**src/rtl/branch_pht.sv**
```systemverilog
// Pattern-history table of saturating counters with optional gshare indexing and a clear sweep.
// Predictions read combinationally; updates land on the next edge; busy blocks updates during the sweep.
module branch_pht #(
  parameter int INDEX_W  = 6,
  parameter int CTR_W    = 2,
  parameter int INIT_CTR = 1,
  parameter int GSHARE   = 0
) (
  input  logic               clk,
  input  logic               reset,
  input  logic               flush,
  input  logic [INDEX_W-1:0] pred_pc,
  output logic               pred_taken,
  output logic [CTR_W-1:0]   pred_ctr,
  output logic [INDEX_W-1:0] pred_index,
  input  logic               upd_valid,
  input  logic [INDEX_W-1:0] upd_index,
  input  logic               upd_taken,
  output logic               busy
);

  localparam int               DEPTH   = 1 << INDEX_W;
  localparam logic [CTR_W-1:0] INIT_V  = CTR_W'(INIT_CTR);
  localparam logic [CTR_W-1:0] CTR_MAX = {CTR_W{1'b1}};

  typedef enum logic {IDLE, CLEAR} state_t;

  state_t             state_q, state_d;
  logic [INDEX_W-1:0] clr_ptr_q, clr_ptr_d;
  logic [INDEX_W-1:0] ghr_q, ghr_d;
  logic [CTR_W-1:0]   mem_q [DEPTH];
  logic [CTR_W-1:0]   mem_d [DEPTH];
  logic [CTR_W-1:0]   upd_cur;
  logic [CTR_W-1:0]   upd_nxt;

  // ghr stays zero without gshare, so the XOR degenerates to the plain PC index
  assign pred_index = pred_pc ^ ghr_q;
  assign busy       = (state_q == CLEAR);
  assign pred_ctr   = busy ? INIT_V : mem_q[pred_index];
  assign pred_taken = pred_ctr[CTR_W-1];

  always_comb begin
    upd_cur = mem_q[upd_index];
    upd_nxt = upd_cur;
    if (upd_taken) begin
      if (upd_cur != CTR_MAX) upd_nxt = upd_cur + CTR_W'(1);
    end else begin
      if (upd_cur != '0) upd_nxt = upd_cur - CTR_W'(1);
    end
  end

  always_comb begin
    state_d   = state_q;
    clr_ptr_d = clr_ptr_q;
    ghr_d     = ghr_q;
    mem_d     = mem_q;
    if (reset || flush) begin
      // an update in the same cycle is dropped along with the sweep restart
      state_d   = CLEAR;
      clr_ptr_d = '0;
      ghr_d     = '0;
    end else if (state_q == CLEAR) begin
      mem_d[clr_ptr_q] = INIT_V;
      clr_ptr_d        = clr_ptr_q + INDEX_W'(1);
      if (clr_ptr_q == {INDEX_W{1'b1}}) state_d = IDLE;
    end else if (upd_valid) begin
      mem_d[upd_index] = upd_nxt;
      if (GSHARE != 0) ghr_d = {ghr_q[INDEX_W-2:0], upd_taken};
    end
  end

  always_ff @(posedge clk) begin
    if (reset) begin
      state_q   <= CLEAR;
      clr_ptr_q <= '0;
      ghr_q     <= '0;
    end else begin
      state_q   <= state_d;
      clr_ptr_q <= clr_ptr_d;
      ghr_q     <= ghr_d;
    end
  end

  // table contents are reinitialised by the sweep, so no reset here
  always_ff @(posedge clk) begin
    mem_q <= mem_d;
  end

endmodule

```
**config.mk**
```make
export PLATFORM = sky130hd
export DESIGN_NAME = branch_pht
export DESIGN_NICKNAME = d
export VERILOG_FILES = /design/src/rtl/branch_pht.sv
export SDC_FILE = /design/constraint.sdc
export NUM_CORES = 1
export LEC_CHECK = 0
export CAP_MARGIN = 20
export CORE_MARGIN = 4
export CORE_UTILIZATION = 60
export CTS_CLUSTER_DIAMETER = 30
export DETAILED_ROUTE_END_ITERATION = 6
export PLACE_DENSITY_LB_ADDON = 0.15
export SKIP_LAST_GASP = 1
export SLEW_MARGIN = 15
export SYNTH_ARGS = -nofsm -noshare
export SYNTH_HDL_FRONTEND = slang
export SYNTH_SLANG_ARGS = --single-unit
```
**constraint.sdc**
```tcl
create_clock -name clk -period 9 [get_ports clk]
set_clock_uncertainty 0.1 [all_clocks]
set_input_delay 1.35 -clock clk [delete_from_list [all_inputs] [get_ports clk]]
set_output_delay 1.35 -clock clk [all_outputs]
set_load 0.03 [all_outputs]
```
==> results of run 1 <==
[power breakdown]
group	internal, W	total, W	switching, W	leakage, nW
Clock	0.000425	0.000695	0.000270	0.275
Sequential	0.000713	0.000737	0.0000237	1.25
Combinational	0.0000843	0.000227	0.000143	1.99
[cells by family after synthesis]
logic type / Yosys count
simple gates: 356
compound gates: 284
buf+inv: 160
flops: 135
mux: 75
xor+xnor: 4
fa+ha+maj: 1
[sequential cells by signal, summed over array words and instances, names as in the netlist]
name / count
busy: 1
clr_ptr_q: 6
mem_q: 128
[worst register-to-register path, cell delays in order, from the launching register on]
cell and delay [ns]:
edfxtp_1 0.44, mux4_2 0.48, mux2i_1 0.27, o22ai_1 0.17, a2111oi_0 0.78, nand4_1 0.26, a21oi_4 0.80, buf_4 0.56
o21ai_0 0.19
[layout make-up]
cell class	count	area, um^2	area share
Clock inverter	12	137.6	0.01327
Tap cell	216	270.3	0.02606
Clock buffer	17	425.4	0.04102
Timing Repair Buffer	42	362.8	0.03499
Multi-Input combinational cell	720	5047	0.4867
Inverter	37	138.9	0.01339
Sequential cell	135	3988	0.3845
[cells in the final DEF, fill, tap and decap left out, types with 25 or more instances in the layout]
master	n
nor2_1	146
o32ai_1	34
mux4_2	52
o41ai_1	25
a21oi_1	77
nand2_1	58
o21ai_0	79
o211ai_1	28
inv_1	36
edfxtp_1	128
nor3_1	61
[Yosys cell counts, drive strengths merged (2+ instances only)]
library cell  count  area share
a2111oi           3      0.0027
a211o             2      0.0018
a211oi            7      0.0065
a21oi            78       0.041
a221oi            5      0.0045
a22o              4      0.0036
a22oi             5      0.0039
a31oi             2      0.0019
and2              5      0.0032
and3              3      0.0019
and3b             2      0.0018
buf              50       0.029
clkbuf           73       0.028
dfxtp             7       0.014
edfxtp          128        0.40
inv              37       0.014
mux2              4      0.0047
mux2i            19       0.020
mux4             52        0.12
nand2            58       0.022
nand2b            4      0.0026
nand3             9      0.0047
nand3b           22       0.017
nand4             4      0.0026
nor2            147       0.057
nor2b             6      0.0039
nor3             64       0.033
nor3b             3      0.0023
o211ai           28       0.022
o21ai            81       0.042
o22ai             5      0.0032
o32ai            34       0.031
o41ai            25       0.023
or2               3      0.0019
or3               9      0.0058
or3b             12       0.011
xor2              3      0.0027
[worst paths after layout]
| kind | start | endpoint | slack (ns) |
|---|---|---|---|
| worst max-delay path | pred_pc[0] | pred_ctr[0] | 3.19 |
| worst min-delay path | mem_q[69]$_DFFE_PP_ | mem_q[69]$_DFFE_PP_ | 0.53 |
| worst max register to register | mem_q[118]$_DFFE_PP_ | mem_q[93]$_DFFE_PP_ | 4.67 |
| worst min register to register | mem_q[69]$_DFFE_PP_ | mem_q[69]$_DFFE_PP_ | 0.53 |
[layer usage]
layer / vias to the layer above / track usage
li1: 3738 / -
met1: 4178 / 0.4856
met2: 784 / 0.5092
met3: 115 / 0.1148
met4: 2 / 0.1652
met5: - / 0
[through the flow]
step             util  area, um^2   power, W  worst slack (ns)
2_1_floorplan       -        9681  0.0008974             3.517
3_3_place_gp   0.6194        9804  0.0009647             2.824
3_5_place_dp   0.6194        9804  0.0009681             2.790
4_1_cts        0.6550       10370   0.001652             2.803
5_1_grt        0.6552       10370   0.001698             3.100
6_report       0.6552       10370   0.001659             3.189
==> flow_summary.json, run 1 <==
{
  "outcome": "finished, final reports clean",
  "drc": 0,
  "grt_overflow": 0,
  "clkSlewWorstSetupHoldPaths_ns": 0.06,
  "vias_per_cell": 7.478,
  "maxCapViolCount": 0,
  "setup_viol": 0,
  "ys.flop_type": "edfxtp_1",
  "finalCritPeriodShare": 0.6457,
  "synth_simple_gate_area_frac": 0.1763,
  "drive_above_1_share": 0.1350,
  "synth_fp_nets": 1033,
  "ir_drop_mv": 0.1803,
  "critPathTopFamily": "multiplexers",
  "hold_depth": 2,
  "yosysSeqAreaShare": 0.4115,
  "slowest_delay_ns": 0.60,
  "cp-end-kind": "output port",
  "period_needed_ns": 5.811,
  "dieArea_mm2": 0.01823,
  "placed_cells": 1150,
  "grt_pass1_wl_mm": 48.22,
  "drt-pass1-iter-count": 7,
  "synth_top_family_by_area": "compound AO/OA/AOI/OAI gates",
  "slowest_stage": "clkdlybuf4s50_1",
  "hold_path.class": "reg2reg",
  "grt_pass1_vias": 8169,
  "place_congestion": 0.9742,
  "boundaryPins": 27,
  "max_freq_mhz": 172.1,
  "route.met2.wl_mm": 13.97,
  "yosys-mux-area-fraction": 0.1453,
  "antenna_cells": 0,
  "path_class": "in2out",
  "clock_path_buffers": 2,
  "synth_cell_types": 59,
  "synth_edf_count": 128,
  "synthCells": 1015,
  "synthAdderAreaFrac": 0.001292,
  "post-dp-hpwl_mm": 20.27,
  "final.setup.tns_ns": 0,
  "ant_nets": 0,
  "met1_length_mm": 11.55,
  "report.final.hold_viol_count": 0,
  "grt_usage": 0.3525,
  "vias": 8817,
  "p_leak_nw": 3.522,
  "cts_tree": "built",
  "path_max_fanout": 33,
  "fp.dieW_um": 135.0,
  "syn_avg_cell_area_um2": 9.537,
  "critPathRequiredTime_ns": 7.55,
  "cts-root-buf": "clkbuf_16",
  "tightest_slew_ns": 1.121,
  "synth_seq_cells": 135,
  "nets": 971,
  "layout.cells.non_filler": 1179,
  "cts_sinks": 135,
  "cp_cell_sequence": "buf_4 -> mux4_2 -> mux4_2 -> mux4_2 -> or2_2 -> clkdlybuf4s50_1",
  "rsz0062_at_grt": "false",
  "synth_xor_area_frac": 0.003619,
  "postCtsHoldBufs": 0,
  "grt_max_degree": 89,
  "port_buffers": 26,
  "post-cts-setup-buffer-count": 0,
  "slew_headroom": 0.2518,
  "ys_warn_count": 0,
  "synth-compound-area-share": 0.1904,
  "cts_resized": 0,
  "cpMostUsedCell": "mux4_2",
  "drtIter0Drc": 1685,
  "dr_wl_met3_mm": 4.738,
  "die_h_um": 135.0,
  "ctsHtreeMaxLevel": 4,
  "topRoutingLayerUsed": "met5",
  "std_cell_rows": 46,
  "core-area_mm2": 0.01583,
  "critical_path_cell_count": 6,
  "antenna_found_initial": 0,
  "hold_slack_ns": 0.5335,
  "power_density_mw_per_mm2": 160.0,
  "rr_worst_depth": 8,
  "ys_async_sr_fraction": 0,
  "cp_data_arrival_time_ns": 4.36,
  "wl_mm": 31.75,
  "routedWlPerCell_um": 26.93,
  "cp-start-kind": "input port",
  "start_util": 0.6116,
  "synthesis.area_mm2": 0.009681,
  "worst-path-buf-inv": 2,
  "slew_viol_final": 0,
  "fillers": 1252,
  "clock_latency_ns": 0.44,
  "cts-buffers-inserted": 17,
  "syn_to_final_growth_pct": 7.121
}
(Power assumes the default switching activity.)
==> run 2: changes to the inputs <==
Clock period 9 ns to 5.8 ns, I/O delays scaled along.
==> flow_summary.json, run 2 (synthesized netlist as in run 1, its figures left out) <==
{
  "cts-root-buf": "clkbuf_16",
  "finalCritPeriodShare": 0.8628,
  "p_leak_nw": 3.619,
  "path_class": "in2out",
  "vias": 8774,
  "worst-path-buf-inv": 3,
  "place_congestion": 1.018,
  "dieArea_mm2": 0.01823,
  "slowest_delay_ns": 0.59,
  "post-cts-setup-buffer-count": 0,
  "clock_latency_ns": 0.43,
  "cts-buffers-inserted": 17,
  "nets": 981,
  "final_common_cell": "nor2_1",
  "dp_slack_ns": 0.8216,
  "final.setup.tns_ns": 0,
  "cp-start-kind": "input port",
  "topRoutingLayerUsed": "met4",
  "rr_worst_depth": 8,
  "maxCapViolCount": 0,
  "ir_drop_mv": 0.2244,
  "std_cell_rows": 46,
  "postCtsHoldBufs": 0,
  "grt_usage": 0.3643,
  "drc": 0,
  "hold_path.class": "reg2reg",
  "slew_headroom": 0.2631,
  "critical_path_cell_count": 7,
  "setup_ws_ns": 0.7956,
  "boundaryPins": 27,
  "cts_resized": 0,
  "cp-end-kind": "output port",
  "grt_pass1_vias": 8169,
  "met1_length_mm": 11.96,
  "rsz0062_at_grt": "false",
  "post-dp-hpwl_mm": 21.14,
  "slowest_stage": "clkdlybuf4s50_1",
  "clkSlewWorstSetupHoldPaths_ns": 0.06,
  "core-area_mm2": 0.01583,
  "top_register": "mem_q",
  "routedWlPerCell_um": 27.30,
  "antenna_found_initial": 0,
  "die_h_um": 135.0,
  "grt_overflow": 0,
  "largest_register_ffs": 128,
  "critPathRequiredTime_ns": 4.83,
  "drtIter0Drc": 1359,
  "path_max_fanout": 15,
  "ant_nets": 0,
  "route.met2.wl_mm": 13.98,
  "port_buffers": 26,
  "tightest_slew_ns": 1.102,
  "wl_mm": 32.54,
  "drt-pass1-iter-count": 6,
  "antenna_cells": 0,
  "dr_wl_met3_mm": 4.700,
  "hold_depth": 2,
  "cts_tree": "built",
  "drive_above_1_share": 0.1424,
  "slew_viol_final": 0,
  "cpMostUsedCell": "mux4_2",
  "power_density_mw_per_mm2": 256.9,
  "cp_cell_sequence": "buf_2 -> buf_4 -> mux4_2 -> mux4_2 -> mux4_2 -> or2_2 -> clkdlybuf4s50_1",
  "start_util": 0.6116,
  "outcome": "finished, final reports clean",
  "period_needed_ns": 5.004,
  "ctsHtreeMaxLevel": 4,
  "critPathTopFamily": "multiplexers",
  "report.final.hold_viol_count": 0,
  "cts_sinks": 135,
  "mostFrequentLayoutCells": "nor2_1 (146), edfxtp_1 (128), o21ai_0 (79)",
  "syn_to_final_growth_pct": 9.008,
  "vias_per_cell": 7.361,
  "grt_pass1_wl_mm": 49.71,
  "cp_data_arrival_time_ns": 4.03,
  "setup_viol": 0,
  "clock_path_buffers": 2,
  "max_freq_mhz": 199.8,
  "fp.dieW_um": 135.0,
  "grt_max_degree": 98
}
[run 2: layer usage]
metal  track usage  up-vias
li1              -     3753
met1        0.5051     4149
met2        0.5139      724
met3        0.1192      148
met4        0.1876        0
met5             0        -
[run 2: stage by stage]
step	total power (W)	utilization	hold WS, ns	cells	cell area (um^2)
after global routing	0.002779	0.6667	0.5439	1192	10550
after floorplan	0.001392	-	0.4629	1015	9681
final	0.002711	0.6667	0.5228	1192	10550
after CTS	0.002696	0.6667	0.5079	1192	10550
after detailed placement	0.001516	0.6262	0.4998	1160	9912
after global placement	0.001510	0.6262	0.4823	1160	9912
[run 2: worst reg2reg max path: stages (launching register included)]
cell and delay [ns]:
edfxtp_1 0.43, mux4_2 0.49, mux2i_1 0.27, o22ai_1 0.16, a2111oi_0 0.53, nand4_1 0.24, a21oi_4 0.22, buf_12 0.31
o32ai_1 0.19
[run 2: power by group]
part	switching [W]	internal, W
logic	0.000227	0.000140
clock network	0.000415	0.000786
registers	0.0000366	0.00111
[run 2: worst paths after layout]
| check | start | endpoint | slack, ns |
|---|---|---|---|
| min | clr_ptr_q[5]$_SDFFE_PP0P_ | clr_ptr_q[5]$_SDFFE_PP0P_ | 0.52 |
| max | pred_pc[0] | pred_ctr[0] | 0.80 |
| min reg2reg | clr_ptr_q[5]$_SDFFE_PP0P_ | clr_ptr_q[5]$_SDFFE_PP0P_ | 0.52 |
| max reg2reg | mem_q[112]$_DFFE_PP_ | mem_q[15]$_DFFE_PP_ | 2.57 |
[run 2: layout make-up]
cell class	instances	area, um^2
fill	1276	5275
multi-input combinational	720	5042
sequential	135	3988
timing repair buffer	52	473.0
clock buffer	24	471.7
tap	216	270.3
clock inverter	8	168.9
inverter	37	138.9
==> run 3: changes to the inputs <==
Settings changed: CTS_CLUSTER_SIZE from default to 28, SKIP_LAST_GASP 1 to default.
==> results of run 3 <==
Same layout as run 2: the final DEF is identical, and so are final timing and power.
